--- src/rtl/tail_lights_pkg.sv ---
// ----------------------------------------------------------------------------
// tail_lights_pkg
// Shared constants and helpers for the tail-lights system.
//   - Default turn-signal step, hazard phase and debounce lengths (clk cycles).
//     These values are shared by the input-timing block and the system top.
//   - Channel indices for the three switch inputs.
//   - A counter-width helper that never returns zero.
// ----------------------------------------------------------------------------
package tail_lights_pkg;

    // Default timing constants, in clk cycles.
    localparam int DEFAULT_DIR_PERIOD = 25_000_000;
    localparam int DEFAULT_HAZ_PERIOD = 50_000_000;
    localparam int DEFAULT_DEB_CYCLES = 1_000_000;

    // Switch channel positions inside the packed raw/debounced vectors.
    typedef enum logic [1:0] {
        CH_LEFT  = 2'd0,
        CH_RIGHT = 2'd1,
        CH_HAZ   = 2'd2
    } switch_ch_e;

    localparam int NUM_SWITCHES = 3;

    // Timer channel positions.
    typedef enum logic {
        TMR_DIR = 1'b0,
        TMR_HAZ = 1'b1
    } timer_ch_e;

    localparam int NUM_TIMERS = 2;

    // Debounced switch levels as a bundle, for consumers that prefer a struct.
    typedef struct packed {
        logic haz;
        logic right;
        logic left;
    } switch_levels_t;

    // Bits needed for a counter that must reach n-1.
    // Clamped to at least 1 so that n = 1 or n = 2 still yields a legal vector.
    function automatic int cnt_width(input int n);
        int w;
        if (n <= 2) begin
            w = 1;
        end else begin
            w = $clog2(n);
        end
        return w;
    endfunction

endpackage

--- src/rtl/switch_debounce.sv ---
// ----------------------------------------------------------------------------
// switch_debounce
// One switch channel: 2-flop synchronizer followed by a stable-level counter.
// The output follows the synchronized level only after that level has
// differed from the output for DEB_CYCLES consecutive clk edges.
//
// Ports
//   clk     in   system clock
//   reset   in   asynchronous, active-high reset
//   i_raw   in   asynchronous, bouncing switch level
//   o_level out  synchronized, debounced level (registered)
// ----------------------------------------------------------------------------
module switch_debounce
    import tail_lights_pkg::*;
#(
    parameter int DEB_CYCLES = DEFAULT_DEB_CYCLES
) (
    input  logic clk,
    input  logic reset,
    input  logic i_raw,
    output logic o_level
);

    localparam int CW = cnt_width(DEB_CYCLES);
    localparam logic [CW-1:0] CNT_LAST = CW'(DEB_CYCLES - 1);

    logic          r_sync1;
    logic          r_sync2;
    logic [CW-1:0] r_cnt;
    logic          r_level;

    logic          w_differs;
    logic          w_accept;

    // Two-stage synchronizer; nothing downstream looks at i_raw directly.
    always_ff @(posedge clk or posedge reset) begin
        if (reset) begin
            r_sync1 <= 1'b0;
            r_sync2 <= 1'b0;
        end else begin
            r_sync1 <= i_raw;
            r_sync2 <= r_sync1;
        end
    end

    assign w_differs = (r_sync2 != r_level);
    assign w_accept  = w_differs && (r_cnt == CNT_LAST);

    // The counter measures how long the synchronized level has disagreed
    // with the output. Any agreement restarts the count, so a glitch shorter
    // than DEB_CYCLES synchronized cycles never reaches the output.
    always_ff @(posedge clk or posedge reset) begin
        if (reset) begin
            r_cnt   <= '0;
            r_level <= 1'b0;
        end else if (w_accept) begin
            r_cnt   <= '0;
            r_level <= r_sync2;
        end else if (w_differs) begin
            r_cnt   <= r_cnt + 1'b1;
        end else begin
            r_cnt   <= '0;
        end
    end

    assign o_level = r_level;

endmodule

--- src/rtl/tail_lights_input_timing.sv ---
// ----------------------------------------------------------------------------
// tail_lights_input_timing
// Input conditioning and timebase for the tail-lights light-control FSM.
//   - Three independent debounce channels (left, right, hazard switches).
//   - Two independent free-running period timers (turn-signal step and
//     hazard phase), each with a synchronous clear from the FSM and a
//     registered one-cycle tick at the end of every period.
//
// Ports
//   clk              in   system clock
//   reset            in   asynchronous, active-high reset
//   left_raw         in   raw left-turn switch
//   right_raw        in   raw right-turn switch
//   haz_raw          in   raw hazard switch
//   clear_timer_dir  in   synchronous clear of the direction timer
//   clear_timer_haz  in   synchronous clear of the hazard timer
//   left             out  debounced left switch level
//   right            out  debounced right switch level
//   haz              out  debounced hazard switch level
//   interr_dir       out  one-cycle tick at end of each direction period
//   interr_haz       out  one-cycle tick at end of each hazard period
// Outputs feed the FSM inputs of the same names directly.
// ----------------------------------------------------------------------------
module tail_lights_input_timing
    import tail_lights_pkg::*;
#(
    parameter int DIR_PERIOD = DEFAULT_DIR_PERIOD,
    parameter int HAZ_PERIOD = DEFAULT_HAZ_PERIOD,
    parameter int DEB_CYCLES = DEFAULT_DEB_CYCLES
) (
    input  logic clk,
    input  logic reset,
    input  logic left_raw,
    input  logic right_raw,
    input  logic haz_raw,
    input  logic clear_timer_dir,
    input  logic clear_timer_haz,
    output logic left,
    output logic right,
    output logic haz,
    output logic interr_dir,
    output logic interr_haz
);

    // ------------------------------------------------------------------
    // Debounce channels
    // ------------------------------------------------------------------
    logic [NUM_SWITCHES-1:0] w_raw;
    logic [NUM_SWITCHES-1:0] w_level;

    assign w_raw[CH_LEFT]  = left_raw;
    assign w_raw[CH_RIGHT] = right_raw;
    assign w_raw[CH_HAZ]   = haz_raw;

    // Channels are fully independent: left and right high together are
    // passed through as-is; resolving that case is the FSM's job.
    for (genvar gi = 0; gi < NUM_SWITCHES; gi++) begin : g_deb
        switch_debounce #(
            .DEB_CYCLES (DEB_CYCLES)
        ) u_switch_debounce (
            .clk     (clk),
            .reset   (reset),
            .i_raw   (w_raw[gi]),
            .o_level (w_level[gi])
        );
    end

    assign left  = w_level[CH_LEFT];
    assign right = w_level[CH_RIGHT];
    assign haz   = w_level[CH_HAZ];

    // ------------------------------------------------------------------
    // Period timers
    // ------------------------------------------------------------------
    logic [NUM_TIMERS-1:0] w_clear;
    logic [NUM_TIMERS-1:0] w_tick;

    assign w_clear[TMR_DIR] = clear_timer_dir;
    assign w_clear[TMR_HAZ] = clear_timer_haz;

    for (genvar gi = 0; gi < NUM_TIMERS; gi++) begin : g_tmr
        localparam int PERIOD = (gi == int'(TMR_DIR)) ? DIR_PERIOD : HAZ_PERIOD;
        localparam int TW     = cnt_width(PERIOD);
        localparam logic [TW-1:0] TERM = TW'(PERIOD - 1);

        logic [TW-1:0] r_cnt;
        logic          r_tick;

        // Clear has priority over the terminal count, so a clear landing on
        // the last count suppresses that tick. Because the counter restarts
        // at 0 after a tick and PERIOD >= 2, the tick can never be high on
        // two consecutive cycles.
        always_ff @(posedge clk or posedge reset) begin
            if (reset) begin
                r_cnt  <= '0;
                r_tick <= 1'b0;
            end else if (w_clear[gi]) begin
                r_cnt  <= '0;
                r_tick <= 1'b0;
            end else if (r_cnt == TERM) begin
                r_cnt  <= '0;
                r_tick <= 1'b1;
            end else begin
                r_cnt  <= r_cnt + 1'b1;
                r_tick <= 1'b0;
            end
        end

        assign w_tick[gi] = r_tick;
    end

    assign interr_dir = w_tick[TMR_DIR];
    assign interr_haz = w_tick[TMR_HAZ];

endmodule

--- config.mk ---
export PLATFORM = sky130hd
export DESIGN_NAME = tail_lights_input_timing
export DESIGN_NICKNAME = d
export VERILOG_FILES = /design/src/rtl/tail_lights_pkg.sv /design/src/rtl/switch_debounce.sv /design/src/rtl/tail_lights_input_timing.sv
export SDC_FILE = /design/constraint.sdc
export NUM_CORES = 1
export LEC_CHECK = 0
export BUFFER_PORTS_ARGS = -buffer_cell sky130_fd_sc_hd__buf_2
export CORE_MARGIN = 10
export CORE_UTILIZATION = 57
export CTS_CLUSTER_SIZE = 25
export DETAILED_ROUTE_END_ITERATION = 6
export PLACE_DENSITY = 0.85
export SETUP_SLACK_MARGIN = 0.02
export SLEW_MARGIN = 20
export SYNTH_ARGS = -nofsm -noshare
export SYNTH_HDL_FRONTEND = slang
export SYNTH_SLANG_ARGS = --single-unit
export TNS_END_PERCENT = 30
--- constraint.sdc ---
create_clock -name clk -period 3.24 [get_ports clk]
set_input_delay 0.162 -clock clk [delete_from_list [all_inputs] [get_ports clk]]
set_output_delay 0.162 -clock clk [all_outputs]
set_load 0.01 [all_outputs]
=== Word-level counts from Yosys, hierarchy flattened ===
Index checks and enable logic that the tools add are counted.

* Flip-flop bits (word level): 122
* Input port bits: 7
* Output and inout bits: 5

* Add/subtract/negate cells: 5
* Reduce and logical (&&, ||, !) cells: 3
* Equality and inequality tests: 8
* Muxes and demuxes: 14

{| class="wikitable"
|+ Operators with widths
! operator !! number
|-
| $mux 20 || 6
|-
| $add 20x1->20 const B || 3
|-
| $eq 20x20->1 const B || 3
|-
| $mux 26 || 2
|-
| $mux 25 || 2
|-
| $add 26x1->26 const B || 1
|-
| $eq 26x26->1 const B || 1
|-
| $add 25x1->25 const B || 1
|-
| $eq 25x25->1 const B || 1
|-
| $mux 1 || 4
|-
| $logic_and 1x1->1 || 3
|-
| $ne 1x1->1 || 3
|}

=== Logic depth before layout (Yosys ltp) ===
Gate-level depths: netlist of the first run.

* Word-level depth: 3
* Depth in mapped cells: 6
* Mapped depth without buffers: 5

=== Hierarchy ===
Synthesis of the first run repeated with hierarchy kept, for this count alone.

* Cell total of the unflattened synthesis: 621
* Area total of the unflattened synthesis: 6028.3 um^2

{| class="wikitable"
|+ Modules (own cells, without submodules)
! module !! seq. area each (um^2) !! area an instance (um^2) !! times used !! cells an instance
|-
| switch_debounce || 575.6 || 1109.8 || 3 || 113
|-
| tail_lights_input_timing || 1326.3 || 2698.8 || 1 || 282
|}

=== Least setup slack after synthesis of the first run ===
OpenSTA, ideal clock, no wires.

* Path kind: reg2reg
* From: reg g_tmr[0].r_cnt[0]
* To: reg g_tmr[0].r_cnt[22]
* Stages on the path, launching flop included: 7
* Arrival: 1862 ps
* Slack: 1299 ps
* Path through: dfrtp_1 > ha_1 > nand4_1 > or3_1 > clkbuf_1 > or4_1 > a21oi_1

* Word-level cells in the longest chain between the ends: 3
* Elaborated cells between the ends (all ways): 4
* Classes of those cells: add/sub (1); eq/ne (1); mux (2)

{| class="wikitable"
|+ RTL lines
! element !! RTL line !! RTL
|-
| from (decl) || tail_lights_input_timing.sv:86 || <nowiki>logic [TW-1:0] r_cnt;</nowiki>
|-
| from (signal assigned) || tail_lights_input_timing.sv:104 || <nowiki>r_cnt <= r_cnt + 1'b1;</nowiki>
|-
| $add 25x1->25 or $eq 25x25->1 (tied branches) || tail_lights_input_timing.sv:104, tail_lights_input_timing.sv:100 ||
|-
| $mux 25 * || tail_lights_input_timing.sv:100 || <nowiki>end else if (r_cnt == TERM) begin</nowiki>
|-
| $mux 25 * || tail_lights_input_timing.sv:97 || <nowiki>end else if (w_clear[gi]) begin</nowiki>
|}

Mark *: on every way between the ends. The rest lies on a longest branch, timed or not.
A chain may end at the register's enable or synchronous reset.

=== Final worst setup path of the first run ===
* From: reg g_tmr[1].r_cnt[9]
* To: reg g_tmr[1].r_cnt[7]

* Word-level cells in the longest chain between the ends: 3

{| class="wikitable"
|+ RTL lines
! element !! RTL line
|-
| from (decl) || tail_lights_input_timing.sv:86
|-
| from (signal assigned) || tail_lights_input_timing.sv:104
|-
| $eq 26x26->1 || tail_lights_input_timing.sv:100
|-
| $mux 26 || tail_lights_input_timing.sv:100
|-
| $mux 26 || tail_lights_input_timing.sv:97
|}

Every way passes these cells.

==> results of run 1 <==
-- placed cells by master (no fill, tap or decap), types with 3 or more instances in the layout --
cell type	instances
a21oi_1	34
and3_1	9
and4_1	9
buf_2	11
buf_4	6
bufinv_16	6
clkbuf_16	16
clkbuf_8	4
clkinv_2	3
clkinvlp_4	4
dfrtp_1	122
dlygate4sd3_1	6
ha_1	5
inv_1	17
mux2_2	3
nand2_1	34
nand3_1	40
nand4_1	31
nor2_1	82
nor3_1	20
nor4_1	20
nor4b_1	4
o21ai_0	16
o31ai_1	16
o31ai_2	3
or2_2	3
or3_1	19
or4_1	16
or4_4	3
xnor2_1	41
xor2_1	28
-- area by class of cell --
| type | instances | area, sq um |
|---|---|---|
| Fill cell | 779 | 3340 |
| Sequential cell | 122 | 3050 |
| Tap cell | 136 | 170 |
| Timing Repair Buffer | 24 | 180 |
| Multi-Input combinational cell | 452 | 2790 |
| Inverter | 18 | 71.3 |
| Clock buffer | 20 | 455 |
| Clock inverter | 12 | 218 |
-- metal layers --
| layer | track usage [%] | part of all wire [%] | vias up |
|---|---|---|---|
| met1 | 22.2 | 44 | 2323 |
| met3 | 4.13 | 4.6 | 25 |
| li1 | - | - | 2252 |
| met2 | 28.6 | 50 | 124 |
| met4 | 7.22 | 1.6 | 0 |
| met5 | 0 | 0 | - |
-- power by group --
part	internal [mW]	switching, mW
clock	1.46	0.687
sequential	1.54	0.0200
combinational	0.0327	0.0727
total	3.04	0.779
-- flip-flops by register name, summed over array words and instances, names as in the netlist --
name and flops:
g_deb.u_switch_debounce.r_cnt 60, g_deb.u_switch_debounce.r_sync2 3, interr_dir 1, g_deb.u_switch_debounce.r_sync1 3
interr_haz 1, g_deb.u_switch_debounce.o_level 3, g_tmr.r_cnt 51
-- cells by family after synthesis --
kind of cell    count (synthesis)  synth area share, %
buf+inv                        38                 2.60
compound gates                 74                 7.43
mux                             3                0.565
simple gates                  301                 27.2
flops                         122                 51.1
fa+ha+maj                       5                 1.05
xor+xnor                       69                 10.1
-- critical path, delay by kind of cell (launching register included) --
| family | cells | cell delay (ns) |
|---|---|---|
| flops | 1 | 0.44 |
| simple gates | 3 | 1.19 |
| compound gates | 1 | 0.82 |
-- through the flow --
step	utilization (%)	setup WS [ns]
6_report	67.5	0.628
5_1_grt	67.5	0.584
4_1_cts	67.5	0.690
3_5_place_dp	60.3	0.818
3_3_place_gp	60.3	0.937
2_1_floorplan	-	1.30
-- path summary, 6_finish.rpt --
path,start,endpoint,cells after the start
max,g_tmr[1].r_cnt[9],g_tmr[1].r_cnt[7],4
min,right_raw,g_deb[1].u_switch_debounce.r_sync1,2
max reg2reg,g_tmr[1].r_cnt[9],g_tmr[1].r_cnt[7],4
min reg2reg,g_deb[2].u_switch_debounce.r_sync1,g_deb[2].u_switch_debounce.r_sync2,0
max in group asynchronous,reset,g_deb[2].u_switch_debounce.r_cnt[18],4
min in group asynchronous,reset,g_tmr[1].r_cnt[15],3
-- timing repair --
item,in CTS,in global routing
endpoints found under the setup margin,0,0
gates resized for setup,0,0
hold buffers,6,0
endpoints found under the hold margin,44,0
==> impl_metrics.csv, run 1 <==
group,metric,value,unit
final_layout,diodes,0,
synthesis,yosysMostFrequentCell,"dfrtp_1",
worst_setup_path,critPathSlowestCell,"a41o_1",
grt,grt_overflow,0,
timing,fin_tns_setup,0,ns
worst_setup_path,critPathKind,"reg2reg",
synthesis,synth_area_leaders,"dfrtp_1, xnor2_1, nor2_1, xor2_1, nand3_1",
synthesis,synth-async-reset-ratio,100,%
cts,cts_htree_levels,4,
timing,slew_violations,0,
worst_setup_path,startpoint_type,"register",
worst_setup_path,crit_path_end_kind,"register",
synthesis,synthFlopType,"dfrtp_1",
synthesis,netlist.area_leader.share,51.1,%
die,io_pins,12,
synthesis,syn_inst,612,
timing,rsz0062_at_grt,"false",
synthesis,ys_seq_elements,122,
die,initial_core_util,58.2,%
cts,post_cts_buffers,0,
power,ir_drop,0.527,mV
timing,fmax,383,MHz
grt,antenna_found_initial,0,
final_layout,nets,647,
synthesis,syn-cell-area,5980,sq um
cts,cts_tree,"yes",
timing,finalSetupViolCount,0,
worst_setup_path,worstPathCellList,"or4b_2 > nor4_1 > a41o_1 > nor2_1",
cts,numCtsBuffers,17,
timing,period_needed,2.61,ns
synthesis,synth_edf_count,0,
power,p_leak,2.75,nW
placement,gp_congestion,0.853,
worst_setup_path,crit_fanout,24,
worst_setup_path,cp_data_required_time,3.60,ns
grt,gr-usage-all-layers,17.6,%
die,chipWidth,122,um
drt,dr_total_vias,4724,
synthesis,synth_top_cells_by_count,"dfrtp_1, nor2_1, xnor2_1, nand3_1",
drt,routed_via_density,6.03,
grt,grt_pass1_vias,4598,
cts,clk_pin_slew,0.06,ns
power,power_density,551,nW/um^2
drt,wirelength,12.6,mm
timing,clock-skew-final,0.00859,ns
drt,ant_nets,0,
timing,relSlewSlack,41.6,%
status,status,"completed",
synthesis,synth_cell_types,40,
die,core_area,10300,sq um
timing,hold_violations,0,
grt,grt_max_degree,57,
placement,placed_cells,746,
worst_hold_path,hold_class,"in2reg",
worst_setup_path,rrSetupSlack,0.63,ns
power,p_total,3.82,mW
final_layout,areaGrowthSynthToFinish,16.0,%
cts,clk_latency,0.53,ns
grt,grt_pass1_wl,21.6,mm
synthesis,synth_area_per_cell,9.77,sq um
worst_setup_path,arrival,2.97,ns
synthesis,synth_nets,624,
timing,hold_ws,0.287,ns
die,die_height,122,um
cts,clockBufferDepth,2,
final_layout,layout.cells.non_filler,784,
synthesis,yosysSeqAreaShare,51.1,%
job,cap_viol_max_count,0,
drt,remaining_drc_errors,0,
die,die_area,15000,sq um
final_layout,fin_area,6930,sq um
drt,wl_per_cell,16.1,um
worst_setup_path,critPathMaxStageDelay,0.82,ns
placement,dp_hpwl,7.80,mm
synthesis,yosysTopAreaCell,"dfrtp_1",
placement,numPortBuffers,11,
cts,cts-root-buf,"clkbuf_8",
cts,cts.sinks,122,
timing,post-route-period-util,80.6,%
final_layout,drive_gt1_share,10.6,%
drt,drt_pass1_iterations,5,
placement,dpl_cell_area,6200,sq um
drt,drt-initial-drc-count,397,
synthesis,yosysWarnings,0,
die,fp-row-count,37,
timing,tightest_slew,0.876,ns
Power figures use the tool's default switching activity.
==> run 2: changes to the inputs <==
Settings changed: ABC_AREA from default to 1.
Clock period 3.24 ns to 2.2 ns, I/O delays scaled along.
==> impl_metrics.csv, run 2 <==
group,metric,value,unit
worst_setup_path,critPathMaxStageDelay,0.70,ns
placement,pre_cts_slack,0.308,ns
cts,cts_tree,"yes",
power,power_density,684,nW/um^2
final_layout,multiInputGateArea,3110,sq um
grt,antenna_found_initial,0,
worst_setup_path,rr_startpoint,"g_deb[0].u_switch_debounce.r_cnt[0]",
timing,finalSetupViolCount,0,
drt,remaining_drc_errors,0,
timing,fmax,512,MHz
cts,cts.sinks,122,
final_layout,diodes,0,
timing,clock-skew-final,0.00534,ns
worst_hold_path,min_to,"g_tmr[1].r_cnt[24]",
worst_hold_path,min_path_cells,2,
grt,grt_pass1_vias,5443,
die,fp-row-count,39,
synthesis,synthFlopType,"dfrtp_1",
worst_setup_path,worstPathCellList,"ha_1 > nand2_1 > nor2_2 > nand2_1 > nor2_1 > a21oi_1 > inv_1 > nor2_1",
worst_setup_path,reg2reg_to,"g_deb[0].u_switch_debounce.r_cnt[18]",
worst_hold_path,hp-start,"clear_timer_haz",
drt,ant_nets,0,
synthesis,netlist.area_leader.share,46.2,%
worst_setup_path,critPathSlowestCell,"a21oi_1",
timing,slew_violations,0,
die,die_height,128,um
final_layout,mostFrequentLayoutCells,"nor2_1, nand2_1, dfrtp_1, inv_1, nand3_1",
final_layout,largest_reg_flops,60,
synthesis,ys_seq_elements,122,
cts,post_cts_resized,0,
final_layout,layout_commonest_cell,"nor2_1",
timing,rsz0062_at_grt,"false",
cts,cts_htree_levels,4,
synthesis,yosysTopAreaCell,"dfrtp_1",
placement,numPortBuffers,11,
drt,routed_via_density,5.13,
grt,gr-usage-all-layers,17.4,%
cts,post_cts_buffers,0,
worst_hold_path,hold_class,"in2reg",
cts,clk_latency,0.42,ns
final_layout,areaGrowthSynthToFinish,12.8,%
timing,relSlewSlack,39.8,%
drt,drt-initial-drc-count,470,
placement,dp_hpwl,9.26,mm
worst_setup_path,arrival,2.30,ns
synthesis,syn_inst,896,
cts,clockBufferDepth,2,
timing,fin_ws,0.247,ns
power,p_comb_share,3.1,%
power,p_switching,1.09,mW
power,seq_power_share,45.0,%
worst_setup_path,path_buf_inv,1,
final_layout,drive_gt1_share,7.68,%
synthesis,synth_nets,908,
die,core_area,11400,sq um
timing,fin_tns_setup,0,ns
timing,tightest_slew,0.903,ns
drt,dr_total_vias,5541,
worst_setup_path,rrSetupSlack,0.25,ns
synthesis,synth_area_leaders,"dfrtp_1, nor2_1, nand2_1, inv_1, nand3_1",
die,io_pins,12,
status,status,"completed",
synthesis,synth_top_cells_by_count,"nor2_1, nand2_1, dfrtp_1, inv_1, nand3_1",
power,ir_drop,0.447,mV
power,p_clk_share,51.9,%
synthesis,yosysSeqAreaShare,46.2,%
worst_setup_path,rr_worst_depth,8,
die,die_area,16300,sq um
power,p_leak,3.43,nW
cts,clk_pin_slew,0.05,ns
drt,wl_per_cell,12.3,um
final_layout,reg.largest.list,"g_deb.u_switch_debounce.r_cnt (60), g_tmr.r_cnt (51)",
final_layout,fillers,932,
timing,post-route-period-util,88.8,%
drt,wirelength,13.3,mm
worst_setup_path,cp_data_required_time,2.55,ns
synthesis,yosysMostFrequentCell,"nor2_1",
die,initial_core_util,58.1,%
worst_setup_path,startpoint_type,"register",
synthesis,synth-async-reset-ratio,100,%
synthesis,synth_edf_count,0,
drt,drt_pass1_iterations,5,
worst_setup_path,crit_fanout,11,
die,chipWidth,128,um
timing,period_needed,1.95,ns
worst_setup_path,crit_path_end_kind,"register",
cts,cts-root-buf,"clkbuf_16",
final_layout,finish.utilization,65.5,%
final_layout,max_flop_register,"g_deb.u_switch_debounce.r_cnt",
synthesis,yosysWarnings,0,
grt,grt_max_degree,43,
cts,numCtsBuffers,17,
job,cap_viol_max_count,0,
grt,grt_overflow,0,
placement,gp_congestion,0.873,
timing,hold_violations,0,
synthesis,syn-cell-area,6610,sq um
grt,grt_pass1_wl,23.7,mm
synthesis,synth_area_per_cell,7.37,sq um
power,swShare,21.4,%
power,p_total,5.10,mW
worst_setup_path,cp_top_family,"compound AO/OA/AOI/OAI gates",
power,p_int,4.01,mW
final_layout,ff_latch_area,3050,sq um
placement,dpl_cell_area,6850,sq um
worst_setup_path,critPathKind,"reg2reg",
final_layout,nets,938,
final_layout,fin_area,7450,sq um
synthesis,synth_cell_types,28,
## run 2: cell count changes after synthesis, sizes merged, moves of 12 or more
cell    before  now
a21oi       35   12
nand2       34  228
or3         19    0
clkbuf      15    3
or4         19    0
inv         18  102
nor2        82  246
xnor2       41   20
nand3       40   74
o31ai       19    0
nor4        20    0
nand4       32   15
## run 2: how the worst max path moves through the flow
stage | start | end | slack, ns | depth (start not counted)
after global placement | g_deb[0].u_switch_debounce.r_cnt[0] | g_deb[0].u_switch_debounce.r_cnt[18] | 0.35 | 8
after detailed placement | g_deb[0].u_switch_debounce.r_cnt[0] | g_deb[0].u_switch_debounce.r_cnt[18] | 0.31 | 8
after global routing | g_deb[0].u_switch_debounce.r_cnt[0] | g_deb[0].u_switch_debounce.r_cnt[9] | 0.12 | 8
after CTS | g_deb[0].u_switch_debounce.r_cnt[0] | g_deb[0].u_switch_debounce.r_cnt[18] | 0.27 | 8
after floorplan | reset | g_deb[0].u_switch_debounce.o_level | 0.59 | 1
final | g_deb[0].u_switch_debounce.r_cnt[0] | g_deb[0].u_switch_debounce.r_cnt[18] | 0.25 | 8
## run 2: repair_timing
item | CTS | global route
endpoints found under the setup margin | 0 | 0
endpoints found under the hold margin | 33 | 0
hold buffers | 4 | 0
## run 2: cell families after synthesis
| family | count (synthesis) | synth area share, % |
|---|---|---|
| buffers and inverters | 111 | 6.68 |
| xor gates and xnor gates | 54 | 7.16 |
| adders and majority gates | 5 | 0.947 |
| and+or+nand+nor | 582 | 37.1 |
| AOI/OAI and AO/OA | 22 | 1.87 |
| DFF | 122 | 46.2 |
## run 2: routing by layer
metal | global-route usage, % | share of wire [%] | up-vias
met4 | 6.29 | 2.0 | 0
met3 | 4.38 | 5.1 | 33
met5 | 0 | 0 | -
li1 | - | - | 2821
met1 | 21.5 | 45 | 2523
met2 | 28.8 | 47 | 164
## run 2: through the flow
step / cells / hold slack [ns]
3_5_place_dp: 1046 / 0.225
2_1_floorplan: 896 / 0.141
5_1_grt: 1081 / 0.0261
6_report: 1081 / 0.0131
4_1_cts: 1081 / 0.0153
3_3_place_gp: 1046 / 0.218
## run 2: power by group through the flow
stage / clock network (mW) / logic [mW] / registers [mW]
finish: 2.65 / 0.159 / 2.29
global route: 2.78 / 0.188 / 2.30
CTS: 2.66 / 0.165 / 2.29
detailed placement: 0 / 0.159 / 2.33
global placement: 0 / 0.153 / 2.33
floorplan: 0 / 0.113 / 2.33
## run 2: layout make-up
| cell class | instances | area share, % |
|---|---|---|
| clock inverters | 7 | 0.873 |
| flip-flops and latches | 122 | 41.0 |
| well taps | 143 | 2.40 |
| repair buffers | 19 | 2.01 |
| multi-input cells | 663 | 41.8 |
| inverters | 103 | 5.24 |
| clock buffers | 24 | 6.73 |
==> run 3: changes to the inputs <==
Settings changed: RECOVER_POWER from default to 100.
==> impl_metrics.csv, run 3 (synthesis results as in run 2) <==
group,metric,value,unit
final_layout,mostFrequentLayoutCells,"nor2_1, nand2_1, dfrtp_1, inv_1, nand3_1",
worst_setup_path,startpoint_type,"register",
drt,ant_nets,0,
grt,grt_max_degree,43,
worst_hold_path,hold_class,"in2reg",
timing,tightest_slew,1.46,ns
cts,cts.sinks,122,
worst_setup_path,critPathSlowestCell,"a21oi_1",
worst_setup_path,crit_fanout,11,
timing,period_needed,1.95,ns
drt,remaining_drc_errors,0,
die,fp-row-count,39,
placement,dp_hpwl,9.26,mm
drt,drt_pass1_iterations,6,
grt,grt_pass1_vias,5443,
timing,finalSetupViolCount,0,
status,violations,"max-capacitance violations",
drt,wirelength,13.4,mm
drt,wl_per_cell,12.4,um
final_layout,areaGrowthSynthToFinish,11.5,%
die,chipWidth,128,um
grt,gr-usage-all-layers,17.4,%
timing,relSlewSlack,1.81,%
worst_setup_path,crit_path_frequent_cell,"nor2_1",
placement,gp_congestion,0.873,
timing,hold_violations,0,
timing,rsz0062_at_grt,"false",
worst_setup_path,cp_top_family,"compound AO/OA/AOI/OAI gates",
grt,antenna_found_initial,0,
timing,fin_tns_setup,0,ns
worst_setup_path,cp_data_required_time,2.55,ns
cts,clockBufferDepth,2,
final_layout,layout_commonest_cell,"nor2_1",
drt,routed_via_density,5.14,
die,io_pins,12,
timing,fmax,514,MHz
power,p_leak,3.39,nW
cts,cts_tree,"yes",
worst_setup_path,arrival,2.30,ns
die,initial_core_util,58.1,%
final_layout,drive_gt1_share,5.44,%
power,p_total,5.09,mW
grt,grt_overflow,0,
timing,fin_ws,0.253,ns
cts,post_cts_buffers,0,
power,ir_drop,0.452,mV
cts,cts_htree_levels,4,
final_layout,nets,938,
worst_setup_path,worstPathCellList,"ha_1 > nand2_1 > nor2_1 > nand2_1 > nor2_1 > a21oi_1 > inv_1 > nor2_1",
final_layout,largest_reg_flops,60,
final_layout,reg.largest.list,"g_deb.u_switch_debounce.r_cnt (60), g_tmr.r_cnt (51)",
worst_setup_path,crit_path_end_kind,"register",
cts,post_cts_resized,0,
job,cap_viol_max_count,1,
timing,clock-skew-final,0.00792,ns
timing,post-route-period-util,88.5,%
drt,dr_total_vias,5551,
final_layout,max_flop_register,"g_deb.u_switch_debounce.r_cnt",
die,die_area,16300,sq um
drt,drt-initial-drc-count,506,
final_layout,diodes,0,
worst_setup_path,critPathMaxStageDelay,0.69,ns
cts,clk_latency,0.42,ns
worst_setup_path,critPathKind,"reg2reg",
placement,pre_cts_slack,0.308,ns
die,core_area,11400,sq um
die,die_height,128,um
placement,numPortBuffers,11,
grt,grt_pass1_wl,23.7,mm
worst_setup_path,path_buf_inv,1,
power,power_density,691,nW/um^2
status,status,"finished with violations",
cts,numCtsBuffers,17,
timing,slew_violations,0,
cts,clk_pin_slew,0.05,ns
cts,cts-root-buf,"clkbuf_16",
run 3: cell types whose count changed in the layout (fill, tap and decap cells not counted), sizes merged:
cell    previous run  this run
buf               15         6
clkbuf            24        33
run 3: area by class of cell:
| type | count | area (sq um) |
|---|---|---|
| fillers | 955 | 4000 |
| multi-input cells | 663 | 3060 |
| flip-flops and latches | 122 | 3050 |
| clock buffers | 24 | 502 |
| inverters | 103 | 388 |
| well taps | 143 | 179 |
| repair buffers | 19 | 124 |
| clock inverters | 7 | 65.1 |
run 3: final timing paths:
| path | to | slack [ns] | depth (start not counted) | start |
|---|---|---|---|---|
| worst max-delay path | g_deb[0].u_switch_debounce.r_cnt[18] | 0.25 | 8 | g_deb[0].u_switch_debounce.r_cnt[0] |
| max in group asynchronous | g_deb[2].u_switch_debounce.r_cnt[15] | 0.36 | 4 | reset |
| worst max register to register | g_deb[0].u_switch_debounce.r_cnt[18] | 0.25 | 8 | g_deb[0].u_switch_debounce.r_cnt[0] |
| worst min-delay path | g_tmr[0].r_cnt[4] | 0.02 | 2 | clear_timer_dir |
| worst min register to register | g_deb[2].u_switch_debounce.r_sync2 | 0.34 | 0 | g_deb[2].u_switch_debounce.r_sync1 |
| min in group asynchronous | g_tmr[0].r_cnt[7] | 0.57 | 3 | reset |
run 3: timing repair:
| item | CTS | global route |
|---|---|---|
| hold endpoints to repair | 33 | 0 |
| endpoints found under the setup margin | 0 | 0 |
| hold buffers | 4 | 0 |
run 3: power breakdown:
| group | total (mW) | switching (mW) | internal, mW |
|---|---|---|---|
| Sequential | 2.29 | 0.0202 | 2.27 |
| Clock | 2.64 | 0.959 | 1.69 |
| Combinational | 0.153 | 0.111 | 0.0421 |
run 3: per-layer routing:
| layer | wire [um] | vias up | part of all wire (%) | global-route usage (%) |
|---|---|---|---|---|
| met5 | 0 | - | 0 | 0 |
| met4 | 272 | 0 | 2.0 | 6.29 |
| met3 | 559 | 32 | 4.2 | 4.38 |
| met2 | 6360 | 135 | 48 | 28.8 |
| met1 | 6170 | 2564 | 46 | 21.5 |
| li1 | - | 2820 | - | - |
run 3: metrics by stage:
| step | instances | utilization [%] | hold slack, ns | area [sq um] |
|---|---|---|---|---|
| 2_1_floorplan | 896 | - | 0.141 | 6610 |
| 3_3_place_gp | 1046 | 60.2 | 0.218 | 6850 |
| 3_5_place_dp | 1046 | 60.2 | 0.225 | 6850 |
| 4_1_cts | 1081 | 65.5 | 0.0153 | 7450 |
| 5_1_grt | 1081 | 64.8 | 0.0261 | 7370 |
| 6_report | 1081 | 64.8 | 0.0159 | 7370 |
run 3: worst register-to-register path: cells and delay by family (launching register included):
kind                       cells  cell delay (ns)
AOI/OAI and AO/OA              1             0.69
and+or+nand+nor                5             0.44
DFF                            1             0.39
adders and majority gates      1             0.21
buffers and inverters          1             0.15
